--- src/rtl/sequence_timing_unit.sv ---
// Sequence counter (SC), start/stop flip-flop (S) and one-hot timing decoder
// for the basic computer. SC+1 and its carry come from a single ripple-carry
// incrementer; this block registers them and decodes SC into T0..T(2**BITS-1).

// BITS-wide ripple-carry incrementer: data_out = data_in + 1, c_out = carry out.
module ripple_carry_incrementer #(
    parameter int unsigned BITS = 4
) (
    input  logic [BITS-1:0] data_in,
    output logic [BITS-1:0] data_out,
    output logic            c_out
);

    logic [BITS:0] carry;

    // Half-adder chain with a constant carry-in of one.
    always_comb begin
        carry    = '0;
        data_out = '0;
        carry[0] = 1'b1;
        for (int unsigned i = 0; i < BITS; i++) begin
            data_out[i]  = data_in[i] ^ carry[i];
            carry[i+1]   = data_in[i] & carry[i];
        end
        c_out = carry[BITS];
    end

endmodule

module sequence_timing_unit #(
    parameter int unsigned BITS = 4
) (
    input  logic                 clk,
    input  logic                 reset,
    input  logic                 start,
    input  logic                 halt,
    input  logic                 clr,
    output logic                 running,
    output logic [BITS-1:0]      sc_out,
    output logic [2**BITS-1:0]   t_out,
    output logic                 wrap_out
);

    logic [BITS-1:0] sc_next;
    logic            sc_carry;

    ripple_carry_incrementer #(
        .BITS (BITS)
    ) u_inc (
        .data_in  (sc_out),
        .data_out (sc_next),
        .c_out    (sc_carry)
    );

    // S flip-flop, SC and wrap pulse; priority reset > halt > clr > increment.
    always_ff @(posedge clk) begin
        if (reset) begin
            running  <= 1'b0;
            sc_out   <= '0;
            wrap_out <= 1'b0;
        end else if (halt) begin
            running  <= 1'b0;
            sc_out   <= '0;
            wrap_out <= 1'b0;
        end else begin
            // Start only arms S; SC stays put on that edge because the
            // increment below is gated by the old value of running.
            if (start && !running) begin
                running <= 1'b1;
            end
            if (clr) begin
                sc_out   <= '0;
                wrap_out <= 1'b0;
            end else if (running) begin
                sc_out   <= sc_next;
                wrap_out <= sc_carry;
            end else begin
                wrap_out <= 1'b0;
            end
        end
    end

    // Timing decoder: one-hot Tk for SC=k while running, all zeros when stopped.
    always_comb begin
        t_out = '0;
        if (running) begin
            t_out[sc_out] = 1'b1;
        end
    end

endmodule
--- config.mk ---
export PLATFORM = sky130hd
export DESIGN_NAME = sequence_timing_unit
export DESIGN_NICKNAME = d
export VERILOG_FILES = /design/src/rtl/sequence_timing_unit.sv
export SDC_FILE = /design/constraint.sdc
export NUM_CORES = 1
export LEC_CHECK = 0
export ABC_CLOCK_PERIOD_IN_PS = 1380
export CAP_MARGIN = 20
export CORE_AREA = 5 5 42 44
export CTS_BUF_LIST = sky130_fd_sc_hd__clkbuf_8 sky130_fd_sc_hd__clkbuf_16
export DETAILED_ROUTE_END_ITERATION = 16
export DIE_AREA = 0 0 47 49
export GPL_TIMING_DRIVEN = 0
export MAX_ROUTING_LAYER = met4
export PLACE_DENSITY = 0.76
export SYNTH_ARGS = -nofsm -noshare
export SYNTH_HDL_FRONTEND = slang
export SYNTH_SLANG_ARGS = --single-unit
--- constraint.sdc ---
create_clock -name clk -period 1.38 [get_ports clk]
set_input_delay 0.276 -clock clk [delete_from_list [all_inputs] [get_ports clk]]
set_output_delay 0.276 -clock clk [all_outputs]
set_load 0.02 [all_outputs]
==> metrics.md <==
| Metric | Value |
|---|---|
| Result of the run | finished, violations left |
| Violations in the final reports | setup timing |
| Fin Hold WS | 0.567 ns |
| Average vias per placed instance | about 4.6 |
| Detailed-route DRC error count | 0 |
| Post-layout minimum cycle time | 1.40 ns |
| Max Clock Freq | 715 MHz |
| Hold Path Sink | sc_out[3] |
| Final clock period utilization by the worst path | 101% |
| DRT antenna net count | 0 |
| TritonCTS buffer count | 3 |
| Total die area | 2300 sq um |
| Combinational family with the most area after synthesis | simple AND/OR/NAND/NOR gates |
| Synth top cells by count | 16 x and2_1, 6 x dfxtp_1, 6 x ha_1, 6 x nor2_1, 3 x mux2i_1 |
| Routed wire length per instance | 11.9 microns |
| Max Fanout on Critical Path | 6 |
| Arrival time reported for the critical path endpoint | 1.12 ns |
| Leading cell types by total area after synthesis | dfxtp_1 28%, and2_1 23%, ha_1 18%, mux2i_1 7.0%, nor2_1 5.3% |
| CTS HTree Levels | 1 |
| Cell depth of the worst hold path | 2 |
| Class of the tightest hold or removal check | reg2reg |
| Launching point of the worst reg2reg path | sc_out[1] |
| Setup-failing EPs final | 11 |
| Number of distinct standard cells referenced by the synthesized netlist | 14 |
| Class of the most critical setup path | reg2out |
| Max-slew violation count | 0 |
| Accumulated negative setup slack | -0.109 ns |
| Post-layout nets | 93 |
| Setup slack of the worst register-to-register path | roughly 0.08 ns |
| Number of failing hold endpoints at the final stage | 0 |
| Final core utilization | 65.0% |
| CTS root buf | clkbuf_8 |
| Largest net degree at the start of global routing | 8 |
| Bufs on Longest Clock Path | 2 |
| Gate count after technology mapping | 48 |
| Top-level port count | 27 |
| Share of post-route cells with drive strength above 1 | about two thirds |
| Final setup slack of the worst path | -0.0176 ns |
| Last weighted congestion value of the routability-driven placer | 0.783 |
| Placed wire-length estimate after detailed placement | around 870 microns |
| R2r worst-path depth | 5 |
| Data required, critical path | 1.10 ns |
| Launching element type of the critical path | flop |
| Post-synthesis async set-or-reset flop share | 0% |
| Sequential share of the synthesized area | about 28% |
| Synthesized cell area | 428 sq um |
| Final std cell area, no fill | around 910 sq um |
| Simple logic cell fraction of the synthesized area | 41.8% |
| TritonCTS clock tree | done |
| Worst-margin pin slew | about 0.21 ns |
| FF+latch count, synth | 6 |
| Instance area after placement | 708 sq um |
| Slew margin rel. | 85.7% |
| XOR/XNOR Fraction of Synth Area | under 10% |
| Area growth from synthesis to layout | 113% |
| Number of flops mapped to enable cells by yosys | 0 |
| Horizontal die dimension | 47 microns |
| Most instantiated library cell after synthesis | and2_1 |
| Category of the worst setup path capture point | output pin |
| Number of rows in the core area | 14 |
| N_diodes | 0 |
| Hold buffer count at cts | 0 |
| Count of vias placed by the detailed router | 442 |
| Top-area cell type share of the netlist area | 28.1% |
| Worst hold path startpoint | sc_out[3] |
| Complex-gate fraction of the synthesized area | 0% |
| Power per cell area | ~520 nW/um^2 |
| Most instantiated flip-flop cell in the synthesis netlist | dfxtp_1 |
| Adder-Cell Fraction of Synth Area | 17.5% |
| Share of cell area taken by muxes after synthesis | under 10% |
| Vert. Die Dim | 49 microns |
| Congestion Overflow GR | 0 |
| Mean instance size in the synthesized netlist | 8.91 sq um |
| Antenna violations before repair | 0 |
| Number of violations reported at the end of detailed-routing iteration 0 | 0 |
| Yosys warning count | 0 |
| Routed wire length | 1.15 mm |
| Source-to-sink clock delay at the later pin of the worst-skew pair | 0.22 ns |
| Worst Clk Skew | 0.00220 ns |
| Setup repair after global routing missed its margin | yes |
| Max_cap viols | 0 |
| Placeable Area | 1400 sq um |
| Number of iterations in the first detailed-routing pass | 1 |
| Starting density of the core | 30.5% |
| Global-route wire length before repair | 1.77 mm |
| Clock tree sinks | 6 |
| Library cell with the largest summed area after synthesis | dfxtp_1 |
| Post-synthesis net count | 59 |
| Clock Pin Slew Worst Setup and Hold Paths | 0.04 ns |
| FILL cells | 137 |
| Overall Global Routing Usage | 11.0% |
| Number of port buffers | 26 |
| Terminus of the critical flop-to-flop path | sc_out[3] |
| Worst ir drop on vdd | 440 uV |
| Number of global-route vias before repair | 451 |
| Static leakage | 0.000417 uW |
## sequential cells by signal, indices dropped and copies added, names as in the netlist
signal    cells
sc_out        4
wrap_out      1
running       1
## logic make-up after synthesis
| group | count (synthesis) |
|---|---|
| xor gates and xnor gates | 1 |
| muxes | 3 |
| adders and majority gates | 6 |
| and+or+nand+nor | 29 |
| DFF | 6 |
| buffers and inverters | 3 |
## what timing repair did
item	4_1_cts	5_1_grt
resized for setup	132	13
cloned	0	0
setup endpoints to repair	23	17
setup buffers	1	3
pin swaps	10	6
## final cells by class
class	count	area (sq um)	share of cell area, %
Multi-Input combinational cell	39	394	43.3
Tap cell	16	20.0	2.20
Sequential cell	6	139	15.2
Inverter	2	12.5	1.37
Clock buffer	3	41.3	4.53
Timing Repair Buffer	30	304	33.4
## critical path, stage by stage (launching register included)
cell	delay [ns]
dfxtp_4	0.36
nor3b_4	0.25
and2_4	0.19
buf_6	0.11
## power breakdown
group	internal, uW	switching [uW]
Combinational	28.7	18.2
Clock	187	70.9
Sequential	168	3.08
## metal layers
metal,track usage [%],part of all wire [%]
met4,6.91,2.6
met2,19.7,53
met1,9.23,34
met3,2.95,11
met5,-,0
## how the worst max path moves through the flow
stage                     startpoint  slack (ns)  cells after the start   endpoint
after floorplan            sc_out[0]       0.006                      5  sc_out[3]
after global placement       running       -0.39                      4   t_out[2]
after detailed placement     running       -0.41                      4   t_out[0]
after CTS                    running       -0.07                      4   t_out[0]
after global routing       sc_out[2]       -0.07                      3   t_out[0]
final                      sc_out[2]       -0.02                      3   t_out[0]
## cells in the final DEF, fill, tap and decap left out
master           count
and2_1               1
and2_4              15
and3_4               1
and3b_2              2
buf_4                4
buf_6               16
clkbuf_8             3
clkdlybuf4s15_1      1
clkdlybuf4s50_1      4
dfxtp_1              1
dfxtp_4              5
dlygate4sd2_1        5
ha_1                 2
ha_4                 4
inv_4                2
mux2i_1              3
nand2_1              1
nor2_1               6
nor3_1               1
nor3b_4              1
or3_4                1
xnor2_1              1
## through the flow
stage	setup slack [ns]	total power, uW	std cells
after floorplan	0.00572	200	48
after global placement	-0.385	221	90
after detailed placement	-0.409	222	90
after CTS	-0.0675	484	94
after global routing	-0.0669	503	96
final	-0.0176	476	96
Note: power is estimated with default switching activity, not from simulation.
